## src/rtl/matmul_pkg.sv

```systemverilog
// matmul_pkg: shared state type and width/latency helpers for the matmul core and its stream bridge.
package matmul_pkg;

    typedef enum logic [1:0] {LOAD_A, LOAD_B, COMPUTE, DRAIN} bridge_state_t;

    function automatic int w_c(int wa, int wb, int c1);
        return wa + wb + $clog2(c1);
    endfunction

    function automatic int latency(int c1);
        return $clog2(c1) + 1;
    endfunction

    function automatic int imax(int a, int b);
        return (a > b) ? a : b;
    endfunction

endpackage

```

## src/rtl/matmul_stream_bridge.sv

```systemverilog
// matmul_stream_bridge: loads A/B from a stream, runs the matmul core for its latency, streams C out.
// Define MATMUL_BRIDGE_LAST_CHECK_EN to enable the sticky s_last framing check on err.
module matmul_stream_bridge
    import matmul_pkg::*;
#(
    parameter int R1 = 2,
    parameter int C1 = 2,
    parameter int R2 = 2,
    parameter int C2 = 1,
    parameter int W_A = 8,
    parameter int W_B = 8,
    localparam int W_IN = imax(W_A, W_B),
    localparam int W_C = w_c(W_A, W_B, C1)
) (
    input  logic                    clk,
    input  logic                    rstn,
    input  logic                    s_valid,
    output logic                    s_ready,
    input  logic [W_IN-1:0]         s_data,
    input  logic                    s_last,
    output logic [R1*C1*W_A-1:0]    A,
    output logic [R2*C2*W_B-1:0]    B,
    output logic                    cen,
    input  logic [R1*C2*W_C-1:0]    C,
    output logic                    m_valid,
    input  logic                    m_ready,
    output logic [W_C-1:0]          m_data,
    output logic                    m_last,
    output logic                    err
);

    localparam int LAT = latency(C1);
    localparam int NA = R1 * C1;
    localparam int NB = R2 * C2;
    localparam int NC = R1 * C2;
    localparam int CW = $clog2(imax(imax(NA, NB), NC) + 1);
    localparam int LW = $clog2(LAT + 1);

    if (R2 != C1) begin : g_dim_check
        $error("matmul_stream_bridge: R2 must equal C1");
    end

    bridge_state_t state, nxt;
    logic [CW-1:0] cnt, cnt_nxt;
    logic [LW-1:0] lcnt;
    logic [R1*C2*W_C-1:0] cbuf;
    logic lat_done;

    assign lat_done = lcnt == LW'(LAT - 1);

    always_ff @(posedge clk or negedge rstn) begin
        if (!rstn) begin
            state <= LOAD_A;
            cnt <= '0;
            lcnt <= '0;
            A <= '0;
            B <= '0;
            cbuf <= '0;
        end else begin
            state <= nxt;
            cnt <= cnt_nxt;
            for (int i = 0; i < NA; i++)
                if (s_valid && state == LOAD_A && cnt == CW'(i)) A[i*W_A +: W_A] <= s_data[W_A-1:0];
            for (int i = 0; i < NB; i++)
                if (s_valid && state == LOAD_B && cnt == CW'(i)) B[i*W_B +: W_B] <= s_data[W_B-1:0];
            if (cen) lcnt <= lat_done ? '0 : lcnt + 1'b1;
            if (cen && lat_done) cbuf <= C;
        end
    end

    always_comb begin
        nxt = state;
        cnt_nxt = cnt;
        s_ready = state == LOAD_A || state == LOAD_B;
        cen = state == COMPUTE;
        m_valid = state == DRAIN;
        m_last = m_valid && cnt == CW'(NC - 1);
        m_data = '0;
        for (int i = 0; i < NC; i++)
            if (cnt == CW'(i)) m_data = cbuf[i*W_C +: W_C];
        case (state)
            LOAD_A: if (s_valid) begin
                cnt_nxt = (cnt == CW'(NA - 1)) ? '0 : cnt + 1'b1;
                nxt = (cnt == CW'(NA - 1)) ? LOAD_B : LOAD_A;
            end
            LOAD_B: if (s_valid) begin
                cnt_nxt = (cnt == CW'(NB - 1)) ? '0 : cnt + 1'b1;
                nxt = (cnt == CW'(NB - 1)) ? COMPUTE : LOAD_B;
            end
            COMPUTE: nxt = lat_done ? DRAIN : COMPUTE;
            DRAIN: if (m_ready) begin
                cnt_nxt = m_last ? '0 : cnt + 1'b1;
                nxt = m_last ? LOAD_A : DRAIN;
            end
            default: nxt = LOAD_A;
        endcase
    end

`ifdef MATMUL_BRIDGE_LAST_CHECK_EN
    logic bad_frame;

    // s_last must be high on the final B element and nowhere else
    assign bad_frame = s_valid && s_ready &&
        ((state == LOAD_A) ? s_last : (s_last != (cnt == CW'(NB - 1))));

    always_ff @(posedge clk or negedge rstn) begin
        if (!rstn) err <= 1'b0;
        else if (bad_frame) err <= 1'b1;
    end
`else
    logic unused_last;

    assign unused_last = s_last;
    assign err = 1'b0;
`endif

endmodule

```

## config.mk

```make
export PLATFORM = sky130hd
export DESIGN_NAME = matmul_stream_bridge
export DESIGN_NICKNAME = d
export VERILOG_FILES = /design/src/rtl/matmul_pkg.sv /design/src/rtl/matmul_stream_bridge.sv
export SDC_FILE = /design/constraint.sdc
export NUM_CORES = 1
export LEC_CHECK = 0
export CAP_MARGIN = 20
export CORE_ASPECT_RATIO = 0.7
export CORE_MARGIN = 10
export CORE_UTILIZATION = 39
export CTS_BUF_LIST = sky130_fd_sc_hd__clkbuf_8
export CTS_CLUSTER_DIAMETER = 200
export CTS_CLUSTER_SIZE = 24
export DETAILED_ROUTE_END_ITERATION = 10
export PLACE_DENSITY_LB_ADDON = 0.3
export SYNTH_ARGS = -nofsm -noshare
export SYNTH_HDL_FRONTEND = slang
export SYNTH_SLANG_ARGS = --single-unit
```

## constraint.sdc

```tcl
create_clock -name clk -period 3.1 [get_ports clk]
set_input_delay 0.465 -clock clk [delete_from_list [all_inputs] [get_ports clk]]
set_output_delay 0.465 -clock clk [all_outputs]
set_load 0.005 [all_outputs]
```

* After elaboration in Yosys (flattened, before gate mapping)
Cells that the tools add are included.
** Operators by class
- Multiplexer cells :: 18
- Order comparisons :: 0
- Equal/unequal tests :: 10
- Div/mod/pow operators :: 0
- Bitwise logic cells :: 0
- Shifts and indexed selects :: 0
- Add/subtract/negate cells :: 2
- Multiply operators :: 0
- Reductions and logical operators :: 16
** Operator list (count)
- $mux 17 :: 2
- $mux 3 :: 6
- $mux 2 :: 6
- $logic_and 1x1->1 :: 10
- $pmux 3 s3 :: 1
- $pmux 2 s4 :: 1
- $eq 3x2->1 const B :: 2
- $eq 2x1->1 const B :: 2
- $eq 2x2->1 const B :: 2
- $ne 2x2->1 const B :: 2
- $reduce_and 4->1 :: 1
- $add 3x1->3 const B :: 1
- $eq 3x1->1 const B :: 1
- $logic_not 3->1 :: 1
- $reduce_and 3->1 :: 1
- $reduce_bool 3->1 :: 1
- $add 2x1->2 const B :: 1
- $logic_not 2->1 :: 1
- $mux 1 :: 2
- $ne 2x1->1 const B :: 1
- $logic_or 1x1->1 :: 1
** Word-level totals
- Bits of input ports :: 47
- Word-level logic and storage cells :: 56
- Memories kept :: 0
- Output and inout bits :: 70
- Latch bits :: 0
- Bits in registers :: 89
- Memory bits (read-only) :: 0
- Bits in writable memories :: 0

* Logic depth before layout (Yosys ltp)
Gate-level depths: netlist (run 1).
- Depth in word-level cells :: 5
- Gate-level depth with buffers :: 6

* Least setup slack after synthesis (run 1)
No wires, ideal clock.
- Path type :: register to output
- From :: reg cnt[1]
- To :: out m_data[10]
- Cell stages (with the launch flop) :: 6
- Arrival time :: 1.417 ns
- Path slack :: 1.218 ns
- Required time :: 2.635 ns
- Buffers on the path :: 1
- Path through :: dfrtp_1 -> inv_1 -> ha_1 -> nor2b_1 -> clkbuf_1 -> a22o_1
** Between the ends
- Cells in the longest elaborated chain, start to end :: 3
- Elaborated cells on any way between the ends :: 4
- Those cells by class :: 1 x eq/ne; 2 x mux; 1 x reduce/logical
** Ends and longest elaborated chain
- start, declared :: line matmul_stream_bridge.sv:44 : logic [CW-1:0] cnt, cnt_nxt;
- start signal, assigned :: line matmul_stream_bridge.sv:61 : cnt <= cnt_nxt;
- $logic_not 3->1 :: line matmul_stream_bridge.sv:80 : if (cnt == CW'(i)) m_data = cbuf[i*W_C +: W_C];
- $mux 17 :: line matmul_stream_bridge.sv:80
- $mux 17 * :: line matmul_stream_bridge.sv:80
- end, declared :: line matmul_stream_bridge.sv:27 : output logic [W_C-1:0] m_data,
Mark *: on every way between the ends. The rest lies on a longest branch, timed or not.

* Worst setup path in the final report (run 1)
- From :: reg cnt[1]
- To :: out m_data[8]
The elaborated chain is that of the path after synthesis.

==> reports/qor.txt, run 1 <==
Final period util: 93.3%
Initial Util: 39.8%
post-layout util: 54.7%
status: finished, final reports clean
synthesis-to-layout area growth: 37.5%
min Tclk post-route: 2890 ps
startpoint types: flip-flop
max cap viols: 0
Worst-Margin Slew: 625 ps
largest net degree at the start of global routing: 52
die width: 139 um
Worst R2R Path Depth: 4
Synth Register Bits: 89
Hold Vio Cnt, Final: 0
critical path endpoint category: primary output
Fillers: 835
fraction of layout cells with a size suffix above 1: 29.7%
row cnt: 30
Syn Nets: 306
CP Data Arrival Time: 2430 ps
diode count: 0
first-pass GRT wire length: 14900 um
slowest CP cell: clkdlybuf4s50_1
kind of critical path: flip-flop to primary output
total negative setup slack: 0 ps
total grt overflow: 0
Power Dens Cells: 847 nW/um^2
Slew HR: 58.3%
first drt pass iteration count: 4
routed via count: 2442
worst hold slack: 82.1 ps
initial antenna violation count: 0
Avg Cell Area, Syn: 15.2 sq um
Crit path required time: 2630 ps
Initial DRC Count: 72
Post-DP HPWL: 7000 um
CTS clk-pin slew, worst paths: 80 ps
placed cell count: 487
H-tree depth: 3
post-route insts no fill: 502
Die Area: 14300 sq um
routability cong.: 0.796
drt wl/cell: 18.8 um
GRT Util Overall: 13.2%
Synth Cell Area: 3840 sq um
Pleak: 2.34 nW
Hold Crit Class: input pin to async pin
Hold-fix buffers, CTS: 0
Port-buffer cells: 114
post-cts gate resize count: 1
Yosys cell types: 36
post-synthesis cell count: 253
DR vias/cell: 4.86
largest stage delay on the critical path: 520 ps
Clock Latency Late Sink: 350 ps
CTS buffer count: 9
RSZ-0062 raised after global routing: no
crit-path cells: inv_1 > ha_1 > nor2b_4 > buf_4 > a22o_1 > clkdlybuf4s50_1
Final ANT Viol Nets: 0
CTS tree: built
achievable frequency: 346 MHz
Max Root-Sink Buffers: 2
vias in the first global route: 2708
VDD IR max: 0.449 mV
clock sinks: 89
Setup Viol. Count Final: 0
Top Ports: 117
Die H: 103 um
Pins Over Slew Limit: 0
Core ar.: 9650 sq um
crit path max fanout: 15
synth warn: 0
Post-CTS Setup Repair Bufs: 0
CTS root buf: clkbuf_8
Final #Nets: 423
final wirelength: 9450 um
worst clock skew: 9.17 ps
sequential fraction of the synthesis area: 58.0%
DR DRC count: 0
[cells in the final DEF, fill, tap and decap left out, types with 2 or more instances in the layout]
| master | instances |
|---|---|
| a221o_1 | 2 |
| clkdlybuf4s50_1 | 113 |
| clkinvlp_4 | 2 |
| clkbuf_8 | 10 |
| dfrtp_1 | 89 |
| buf_4 | 5 |
| nor2b_1 | 2 |
| mux2_2 | 77 |
| and2_1 | 2 |
| a22o_1 | 18 |
| nor3_4 | 2 |
| inv_1 | 6 |
| mux2_1 | 2 |
| nor2b_4 | 2 |
| ha_1 | 6 |
| nand2_2 | 3 |
| o21ai_0 | 3 |
| nand3_1 | 3 |
| nand2_1 | 5 |
| mux2_4 | 3 |
[where the power goes]
part	leakage, nW	internal [W]	switching [W]	total [W]
clock	0.0958	0.000388	0.000392	0.000781
sequential	1.14	0.00166	0.000322	0.00198
combinational	1.11	0.00114	0.000573	0.00171
total	2.34	0.00318	0.00129	0.00447
[cells in the mapped netlist (all sizes together)]
cell | instances | area share, %
nand2 | 8 | 0.98
or4b | 1 | 0.26
nor2b | 4 | 0.85
a22oi | 1 | 0.20
a2bb2oi | 1 | 0.23
xor2 | 1 | 0.23
a21boi | 1 | 0.20
clkbuf | 1 | 0.098
a221o | 2 | 0.52
and3b | 1 | 0.23
nand3 | 3 | 0.39
a22o | 18 | 4.1
inv | 5 | 0.49
mux2 | 82 | 24
and2 | 2 | 0.33
o21ai | 3 | 0.39
a21o | 1 | 0.20
nor3b | 2 | 0.52
mux2i | 1 | 0.26
buf | 12 | 2.8
nor3 | 4 | 1.2
conb | 1 | 0.098
nor4b | 1 | 0.62
a21oi | 1 | 0.13
dfrtp | 89 | 58
nand2b | 1 | 0.36
ha | 6 | 2.0
[per-layer routing]
layer / vias up / GRT usage [%] / wire [um]
met4: 0 / 2.91 / 109
li1: 1149 / - / -
met3: 9 / 6.63 / 678
met5: - / 0 / 0
met2: 54 / 22.3 / 4710
met1: 1230 / 14.9 / 3950
[flip-flops by register name (all words and copies together) (netlist names)]
name / flops
cnt: 3
cbuf: 34
lcnt: 2
state: 2
B: 16
A: 32
[logic make-up after synthesis]
group / Yosys count / share of synthesized area (%)
buf+inv: 18 / 3.39
compound gates: 28 / 5.96
xor+xnor: 1 / 0.228
other cells: 1 / 0.0977
mux: 83 / 24.6
flops: 89 / 58.0
simple gates: 27 / 5.77
fa+ha+maj: 6 / 1.95
[area by class of cell]
cell class	instances	area, sq um	area share [%]
Timing Repair Buffer	119	1190	22.5
Clock buffer	10	138	2.61
Inverter	5	18.8	0.355
Tap cell	128	160	3.03
Clock inverter	5	57.6	1.09
Multi-Input combinational cell	146	1490	28.2
Sequential cell	89	2230	42.2
[per-stage QoR]
| stage | power, W | instance area [sq um] | worst slack (ps) |
|---|---|---|---|
| floorplan | 0.00280 | 3840 | 1220 |
| global placement | 0.00368 | 5080 | 327 |
| detailed placement | 0.00375 | 5080 | 263 |
| CTS | 0.00455 | 5280 | 60.3 |
| global route | 0.00479 | 5280 | 24.6 |
| finish | 0.00447 | 5280 | 208 |
[critical path: cells and delay by family (launching register included)]
family / cells / cell delay (ps)
buffers and inverters: 3 / 880
flip-flops: 1 / 420
AND/OR/NAND/NOR: 1 / 300
adder cells (fa/ha/maj): 1 / 290
AO/OA/AOI/OAI: 1 / 180
[final timing paths]
path / slack (ps) / start / endpoint
setup / recovery: 210 / cnt[1] / m_data[8]
hold / removal: 80 / rstn / A[24]
setup reg to reg: 1100 / state[0] / cbuf[7]
hold reg to reg: 490 / lcnt[0] / lcnt[0]
max in group asynchronous: 2350 / rstn / A[9]
min in group clk: 490 / lcnt[0] / lcnt[0]
No activity file was read; power rests on OpenSTA's default activity.
==> run 2: changes to the inputs <==
--- a/config.mk
+++ b/config.mk
@@ -10,9 +10,9 @@
 export CORE_MARGIN = 10
 export CORE_UTILIZATION = 39
 export CTS_BUF_LIST = sky130_fd_sc_hd__clkbuf_8
-export CTS_CLUSTER_DIAMETER = 200
 export CTS_CLUSTER_SIZE = 24
 export DETAILED_ROUTE_END_ITERATION = 10
+export GPL_TIMING_DRIVEN = 1
 export PLACE_DENSITY_LB_ADDON = 0.3
 export SYNTH_ARGS = -nofsm -noshare
 export SYNTH_HDL_FRONTEND = slang
==> results of run 2 <==
Same layout as run 1: the final DEF is identical, and so are final timing and power.
==> RTL change (settings of run 2) <==
Encoding of `bridge_state_t`: now one-hot (4 bits for 4 states).
--- a/src/rtl/matmul_pkg.sv
+++ b/src/rtl/matmul_pkg.sv
@@ -1,7 +1,7 @@
 // matmul_pkg: shared state type and width/latency helpers for the matmul core and its stream bridge.
 package matmul_pkg;
 
-    typedef enum logic [1:0] {LOAD_A, LOAD_B, COMPUTE, DRAIN} bridge_state_t;
+    typedef enum logic [3:0] {LOAD_A = 4'b0001, LOAD_B = 4'b0010, COMPUTE = 4'b0100, DRAIN = 4'b1000} bridge_state_t;
 
     function automatic int w_c(int wa, int wb, int c1);
         return wa + wb + $clog2(c1);
Function: no difference found for any inputs over 10 cycles, from zero or initial values and one cycle with rstn low; not proved beyond that.
==> RTL change against run 2 <==
- count of clock-buffer cells in the layout did not move
- final area rose by 4.7%
- combinational power fell by 16%
- setup slack improved by 0.034 ns
- first-iteration DRC count rose by 54%
- power fell by 15%
- sequential cell count rose by 2
- synthesized area rose by 6.1%
- wire length rose by 2.3%
- critical endpoint is now m_data[4]
- largest power group unchanged
==> RTL change: results (changes against run 2) <==
| Metric | Value |
|---|---|
| Distinct cell type count of the synthesized netlist | 44 (+22%) |
| Met1 GRT Util | 0.164 (+0.0147) |
| Top area cells in the synthesized netlist | dfrtp_1 (55%), mux2_4 (14%), mux2_2 (13%), a22o_1 (3.7%), ha_1 (1.8%) |
| Launch instance of the worst register-to-register path | cnt[0] |
| Met2 layer usage reported by global route | 0.179 (-0.0438) |
| Fill cell instance count of the final layout | 873 (+4.6%) |
| Post-synthesis adder-cell area fraction | 0.0184 (-0.00113) |
| Least-Margin Pin Slew | 0.670 ns (+0.0446 ns) |
| Compound-cell area share of the yosys netlist | 0.0580 (-0.00160) |
| Placed standard-cell area | 0.00535 mm^2 (+5.4%) |
| Share of final-layout standard cells stronger than drive strength 1 | 0.302 (+0.00500) |
| Detailed-route wire length on metal 1 | 4370 um (+11%) |
| Run status | completed |
| Detailed-route wire length | 9660 um (+2.3%) |
| Number of vias per cell after detailed routing | 4.89 (+0.47%) |
| Xor-xnor portion of the synthesized cell area | 0.00645 (+0.00417) |
| Worst-case vdd ir drop | 288 uV (-36%) |
| Largest clock skew in the final design | 0.0151 ns (+0.00596 ns) |
| Detailed router's first-iteration violation count | 111 (+54%) |
| Combined global-route utilization of all metal layers | 0.127 (-0.00512) |
| Met3 Resource Use GR | 0.0758 (+0.00952) |
| Post-synthesis sequential area ratio | 0.559 (-0.0209) |
| Placed cell count | 507 (+4.1%) |
| Maximum number of pins on one net before global-route repair | 47 (-9.6%) |
| Met2 layer wire length in the routed design | 3990 um (-15%) |
| Final Wtd Congestion | 0.775 (-2.6%) |
| DP Worst Slack | 0.651 ns (+0.388 ns) |
| Wire length of the first global-routing pass | 15,400 um (+3.7%) |
| Number of resized instances in the post-cts repair step | 0 (-1) |
| Post-Synthesis Net Count | 320 (+4.6%) |
| Worst-case reg-to-reg path depth | 5 (+1) |
| Data arrival at the endpoint of the critical path | 2.39 ns (-0.04 ns) |
## RTL change: changes by cell type after synthesis, sizes merged, moves of 2 or more
| cell | change |
|---|---|
| nor2 | +5 |
| inv | +3 |
| clkbuf | +3 |
| buf | -5 |
| xnor2 | +2 |
| or2 | +2 |
## RTL change: final cells by class
type,count,area [um^2],area share
multi-input cells,157,1690,0.306
inverters,8,30.0,0.00543
well taps,132,165,0.0299
clock buffers,10,138,0.0249
flip-flops and latches,91,2280,0.412
repair buffers,119,1190,0.215
clock inverters,6,38.8,0.00702
## RTL change: cell families (layout without fill, tap and decap cells)
kind of cell	count (synthesis)	count (layout)
muxes	85	85
AOI/OAI and AO/OA	29	29
and+or+nand+nor	33	33
xor gates and xnor gates	3	3
other	1	1
buffers and inverters	19	143
adders and majority gates	6	6
DFF	91	91
## RTL change: power breakdown
part / leakage [nW] / switching, mW / internal [mW]
sequential: 1.12 / 0.184 / 1.45
combinational: 1.32 / 0.503 / 0.926
clock: 0.0885 / 0.422 / 0.312
total: 2.54 / 1.11 / 2.69
